## src/rtl/stream_mux_pkg.sv

```systemverilog
// rtl/stream_mux_pkg.sv - shared constants and helpers for the N-to-1 stream mux
package stream_mux_pkg;

  localparam int MODE_SEL = 0;
  localparam int MODE_RR  = 1;

  // Index width that never collapses to zero bits, so N=2 still gets a 1-bit select.
  function automatic int clog2_min1(input int n);
    return (n <= 2) ? 1 : $clog2(n);
  endfunction

endpackage

```

## src/rtl/rr_arbiter.sv

```systemverilog
// rtl/rr_arbiter.sv - combinational round-robin pick starting at ptr
module rr_arbiter
  import stream_mux_pkg::*;
#(
  parameter int N     = 4,
  parameter int SEL_W = clog2_min1(N)
) (
  input  logic [N-1:0]     req,
  input  logic [SEL_W-1:0] ptr,
  output logic             gnt_vld,
  output logic [SEL_W-1:0] gnt_idx
);

  logic [N-1:0]   rot;
  logic [SEL_W:0] rot_sum;
  logic [SEL_W:0] off;
  logic [SEL_W:0] idx_sum;

  // rot[k] is the request k positions after ptr, wrapping at N (not at 2**SEL_W).
  always_comb begin
    rot     = '0;
    rot_sum = '0;
    for (int k = 0; k < N; k++) begin
      rot_sum = {1'b0, ptr} + (SEL_W+1)'(k);
      if (rot_sum >= (SEL_W+1)'(N)) rot_sum = rot_sum - (SEL_W+1)'(N);
      rot[k] = req[rot_sum[SEL_W-1:0]];
    end
  end

  always_comb begin
    gnt_vld = 1'b0;
    off     = '0;
    for (int k = N - 1; k >= 0; k--) begin
      if (rot[k]) begin
        gnt_vld = 1'b1;
        off     = (SEL_W+1)'(k);
      end
    end
    idx_sum = {1'b0, ptr} + off;
    if (idx_sum >= (SEL_W+1)'(N)) idx_sum = idx_sum - (SEL_W+1)'(N);
    gnt_idx = idx_sum[SEL_W-1:0];
  end

endmodule

```

## src/rtl/stream_mux_n.sv

```systemverilog
// rtl/stream_mux_n.sv - N-to-1 valid/ready stream mux with one-deep output register
module stream_mux_n
  import stream_mux_pkg::*;
#(
  parameter int N     = 4,
  parameter int W     = 2,
  parameter int MODE  = MODE_SEL,
  parameter int SEL_W = clog2_min1(N)
) (
  input  logic             clock,
  input  logic             reset,
  input  logic [N-1:0]     in_valid,
  input  logic [N*W-1:0]   in_data,
  output logic [N-1:0]     in_ready,
  input  logic [SEL_W-1:0] sel,
  output logic             out_valid,
  output logic [W-1:0]     out_data,
  input  logic             out_ready,
  output logic [SEL_W-1:0] grant_idx
);

  logic [W-1:0]     ch_data [N];
  logic             can_load;
  logic             cand_vld;
  logic [SEL_W-1:0] cand_idx;
  logic             load;

  for (genvar i = 0; i < N; i++) begin : g_ch
    assign ch_data[i] = in_data[i*W +: W];
  end

  assign can_load = !out_valid | out_ready;

  if (MODE == MODE_RR) begin : g_rr
    logic [SEL_W-1:0] rr_ptr;

    rr_arbiter #(.N(N), .SEL_W(SEL_W)) u_arb (
      .req     (in_valid),
      .ptr     (rr_ptr),
      .gnt_vld (cand_vld),
      .gnt_idx (cand_idx)
    );

    always_ff @(posedge clock or negedge reset) begin
      if (!reset) begin
        rr_ptr <= '0;
      end else if (load) begin
        rr_ptr <= (cand_idx == SEL_W'(N - 1)) ? '0 : cand_idx + 1'b1;
      end
    end
  end else begin : g_sel
    // Out-of-range selects (possible when N is not a power of two) pick nothing.
    assign cand_vld = ({1'b0, sel} < (SEL_W+1)'(N));
    assign cand_idx = sel;
  end

  // Gating with reset keeps every ready low while reset is held, not just after an edge.
  always_comb begin
    in_ready = '0;
    if (reset && can_load && cand_vld) in_ready[cand_idx] = 1'b1;
  end

  assign load = cand_vld & in_valid[cand_idx] & in_ready[cand_idx];

  always_ff @(posedge clock or negedge reset) begin
    if (!reset) begin
      out_valid <= 1'b0;
      out_data  <= '0;
      grant_idx <= '0;
    end else if (load) begin
      out_valid <= 1'b1;
      out_data  <= ch_data[cand_idx];
      grant_idx <= cand_idx;
    end else if (out_ready) begin
      out_valid <= 1'b0;
    end
  end

endmodule
```

## config.mk

```make
export PLATFORM = sky130hd
export DESIGN_NAME = stream_mux_n
export DESIGN_NICKNAME = d
export VERILOG_FILES = /design/src/rtl/stream_mux_pkg.sv /design/src/rtl/rr_arbiter.sv /design/src/rtl/stream_mux_n.sv
export SDC_FILE = /design/constraint.sdc
export NUM_CORES = 1
export LEC_CHECK = 0
export ABC_AREA = 1
export BUFFER_PORTS_ARGS = -buffer_cell sky130_fd_sc_hd__buf_2
export CORE_AREA = 4 4 41 43
export DETAILED_ROUTE_END_ITERATION = 12
export DIE_AREA = 0 0 45 47
export SLEW_MARGIN = 20
export SYNTH_ARGS = -nofsm -noshare
export SYNTH_HDL_FRONTEND = slang
export SYNTH_SLANG_ARGS = --single-unit
```

## constraint.sdc

```tcl
create_clock -name clock -period 2.6 [get_ports clock]
set_clock_uncertainty 0.05 [all_clocks]
set_input_delay 0.39 -clock clock [delete_from_list [all_inputs] [get_ports clock]]
set_output_delay 0.39 -clock clock [all_outputs]
set_load 0.02 [all_outputs]
```

Word-level counts from Yosys, hierarchy flattened
Index checks and enable logic that the tools add are counted.
Widths: inputs -> output; s select.
{ "totals": {"regBits": 5} }
{ "classes": {"reduce_logical": 4, "magnitude_cmp": 3, "n_mux": 12, "bitwise": 3} }
{ "ops": {"columns": ["cell", "count"], "rows": [
  ["$mux 1", 5],
  ["$bmux 1 s2", 2],
  ["$bmux 2 s2", 1],
  ["$mux 2", 2],
  ["$mux 4", 1],
  ["$ge 3x3->1 const B", 1],
  ["$lt 2x3->1 const B", 1],
  ["$not 2->3", 1],
  ["$demux 1 s2", 1],
  ["$ge 2x1->1 const B", 1],
  ["$logic_and 1x1->1", 2],
  ["$reduce_bool 2->1", 1],
  ["$and 1x1->1", 1],
  ["$logic_not 1->1", 1],
  ["$or 1x1->1", 1]
]} }

Depth between registers and ports, before layout
{ "depth": {"ltp_word": 9, "mapped_depth": 9, "ltp_nobuf": 8} }

Worst setup path after synthesis
Ideal clock, no wire load.
{ "synth_timing": {"path_kind": "flip-flop to output port", "start": "reg out_valid", "end": "out in_ready[0]", "path_stages_with_launch": 5, "path_buffers": 0, "t_required_ns": 2.160, "arrival_ns": 1.246, "path_slack_ns": 0.914, "path_cell_list": "dfrtp_1 -> inv_1 -> o21a_4 -> inv_1 -> nor3_1"} }
{ "synth_between": {"elab_chain_len": 4} }
{ "synth_rtl": {"columns": ["element", "line", "source"], "rows": [
  ["start, declared", "stream_mux_n.sv:16", "output logic out_valid,"],
  ["start signal, assigned", "stream_mux_n.sv:67", "out_valid <= 1'b0;"],
  ["start signal, assigned", "stream_mux_n.sv:71", "out_valid <= 1'b1;"],
  ["start signal, assigned", "stream_mux_n.sv:75", "out_valid <= 1'b0;"],
  ["$logic_not 1->1", "stream_mux_n.sv:32", "assign can_load = !out_valid | out_ready;"],
  ["$or 1x1->1", "stream_mux_n.sv:32", null],
  ["$logic_and 1x1->1", "stream_mux_n.sv:60", "if (reset && can_load && cand_vld) in_ready[cand_idx] = 1'b1;"],
  ["$mux 4", "stream_mux_n.sv:60", null],
  ["end, declared", "stream_mux_n.sv:14", "output logic [N-1:0] in_ready,"]
]} }
Every way passes these cells.

Final worst setup path
{ "layout_timing": {"start": "in reset", "end": "out in_ready[2]"} }
{ "layout_between": {"elab_chain_len": 2} }
{ "layout_rtl": {"columns": ["element", "line", "source"], "rows": [
  ["start, declared", "stream_mux_n.sv:11", "input logic reset,"],
  ["$logic_and 1x1->1", "stream_mux_n.sv:60", null],
  ["$mux 4", "stream_mux_n.sv:60", null]
]} }
Every way passes these cells.

==> qor.csv <==
stage,metric,value,unit
routing,Vias/cell,4.14,
timing,slew at the pin with the worst max-slew slack,222,ps
grt,busiest grt layer,met2,
clock_tree,clk_lat worst skew,240,ps
routing,Detailed Route Iter0 Violations,3,
final_layout,post-layout util,0.430,
clock_tree,TritonCTS Buffers,3,
timing,Max Fclk,469,MHz
routing,via count,414,
power,pwr dens,545,nW/um2
yosys,Syn Nets,73,
routing,Routed Antenna Nets,0,
clock_tree,post-CTS setup buffers,0,
clock_tree,H-tree levels,1,
critical_path,Crit. End Element,output pin,
clock_tree,clk root buf,clkbuf_4,
floorplanning,Die ar.,2120,um2
final_layout,layout cells sized above 1,0.471,
status,outcome,completed,
final_layout,Final nets,103,
hold_path,worst min path class,in -> reg,
floorplanning,io pins,26,
final_layout,Final Cell Area,559,um2
yosys,post-synth top area cell,dfrtp_1,
clock_tree,Worst-path clk slew,40,ps
critical_path,Worst setup SP type,primary input,
flow_run,MaxCap Viol Count,0,
grt,GR Util met3,0,
grt,number of global-route vias before repair,402,
power,leak pwr,0.345,nW
routing,drt first pass iters,3,
final_layout,diode count,0,
timing,Slew Limit Fails,0,
grt,initial antenna violation count,0,
hold_path,Hold Path Cell Cnt,2,
critical_path,FF-to-FF setup slack,1620,ps
critical_path,worst-path maximum fanout,6,
timing,setup TNS,0,ps
place,Port Buf Inserts,25,
critical_path,RR Endpoint,out_data[1],
critical_path,crit path kind,in -> out,
grt,largest net degree at the start of global routing,11,
grt,met1 usage,0.113,
floorplanning,Core Box Area,1300,um2
timing,final setup fails,0,
yosys,Post-Syn Area per Cell,6.97,um2
clock_tree,clock sinks,5,
yosys,"top cells by area, synth","dfrtp_1 (32%), nand2_1 (27%), nand2_4 (8.7%)",
timing,final cycle utilization of the critical path,0.820,
timing,Hold Fails Final Rpt,0,
critical_path,crit path cell chain,dlygate4sd3_1 > buf_2 > o21a_4 > inv_1 > nor3_1 > buf_2,
timing,RSZ-0062 raised after global routing,false,
routing,drt drc,0,
critical_path,r2r worst-path depth,5,
hold_path,worst hold start,out_ready,
yosys,Syn Inst Count,56,
yosys,top cell type's share of synthesized area,0.321,
critical_path,Reg-to-Reg Start,out_valid,
yosys,"Seq/Total Area, Yosys",0.321,
floorplanning,std cell rows,13,
yosys,Post-Syn Area,390,um2
yosys,Synth cell types,12,
timing,Final min period,2130,ps
place,DP Wirelength,787,um
timing,worst hold slack,304,ps
grt,GR Util met2,0.178,
yosys,synth warn,0,
routing,total wire length,936,um
final_layout,fillcell total,151,
timing,Rel. slew slack,0.852,
floorplanning,Die Span X,45,um
grt,GRT overflow,0,
floorplanning,Initial Util,0.300,
critical_path,CP peak stage delay,520,ps
power,Peak VDD IR,0.000156,V
clock_tree,CTS Buffer Depth,2,
critical_path,Crit path top cell by count,buf_2,
hold_path,Hold EP,out_valid,
grt,GRT Overall Usage,0.0985,
final_layout,area grow syn2layout,43.3,%
yosys,#FFs+latches synth,5,
critical_path,Worst Path Arrival,1690,ps
place,Placed Area,523,um2
place,gpl congestion,0.726,
routing,drt wl/cell,9.36,um
critical_path,CP max stage cell,dlygate4sd3_1,
grt,first-pass GRT wire length,1520,um
floorplanning,chip height,47,um
clock_tree,CTS tree,done,
critical_path,Worst Path Required,2160,ps
[flip-flops by register name, indices dropped and copies added, names as in the netlist]
name and count:
grant_idx 2, out_data 2, out_valid 1
[synthesized netlist by cell type, drive strengths merged]
cell and instances:
nor3 4, inv 4, buf 1, nand3 4
o21a 1, nand2 36, dfrtp 5, o21ai 1
[power breakdown]
group / leakage [nW] / internal [mW] / switching [mW]
logic: 0.267 / 0.0415 / 0.0697
registers: 0.0630 / 0.0942 / 0.00835
clock network: 0.0150 / 0.0581 / 0.0328
[logic make-up after synthesis]
logic type | Yosys count | synth area share
AOI/OAI and AO/OA | 2 | 0.0609
buffers and inverters | 5 | 0.0801
DFF | 5 | 0.321
and+or+nand+nor | 44 | 0.538
[worst max-delay path, delay by kind of cell]
family	cells	cell delay (ps)
compound gates	1	190
buf+inv	4	970
simple gates	1	140
[routing by layer]
layer | vias to the layer above | wire length, um
met4 | 0 | 24
met5 | - | 0
met2 | 17 | 435
li1 | 231 | -
met3 | 2 | 74
met1 | 164 | 402
[worst max-delay path by stage]
stage,startpoint,end,cells past startpoint
2_1_floorplan,out_valid,in_ready[0],4
3_3_place_gp,reset,in_ready[0],5
3_5_place_dp,reset,in_ready[2],5
4_1_cts,reset,in_ready[2],6
5_1_grt,reset,in_ready[2],6
6_report,reset,in_ready[2],6
[layout make-up]
cell class	instances	area, um2	area share
repair buffers	26	135	0.242
inverters	4	20.0	0.0358
multi-input cells	46	234	0.418
well taps	15	18.8	0.0336
flip-flops and latches	5	125	0.224
clock buffers	4	26.3	0.0470
[layout by cell type, fill, tap and decap left out]
| master | netlist | final |
|---|---|---|
| nand2_1 | 28 | 28 |
| buf_2 | 0 | 25 |
| nand2_2 | 5 | 5 |
| dfrtp_1 | 5 | 5 |
| nor3_1 | 4 | 4 |
| nand3_1 | 4 | 4 |
| nand2_4 | 3 | 3 |
| clkbuf_4 | 0 | 3 |
| inv_1 | 2 | 2 |
| inv_2 | 1 | 1 |
| o21a_4 | 1 | 1 |
| inv_6 | 1 | 1 |
| o21ai_2 | 1 | 1 |
| clkbuf_1 | 0 | 1 |
| dlygate4sd3_1 | 0 | 1 |
[stage by stage]
step           std cells  worst slack [ps]  power, mW
2_1_floorplan         56               914      0.175
3_3_place_gp          95              1030      0.213
3_5_place_dp          95              1010      0.216
4_1_cts              100               470      0.311
5_1_grt              100               371      0.325
6_report             100               468      0.305
[timing repair]
action / in CTS / in global routing
gates resized for setup: 0 / 0
endpoints found under the setup margin: 0 / 0
hold buffers: 1 / 0
endpoints found under the hold margin: 5 / 0
Power figures use the tool's default switching activity.
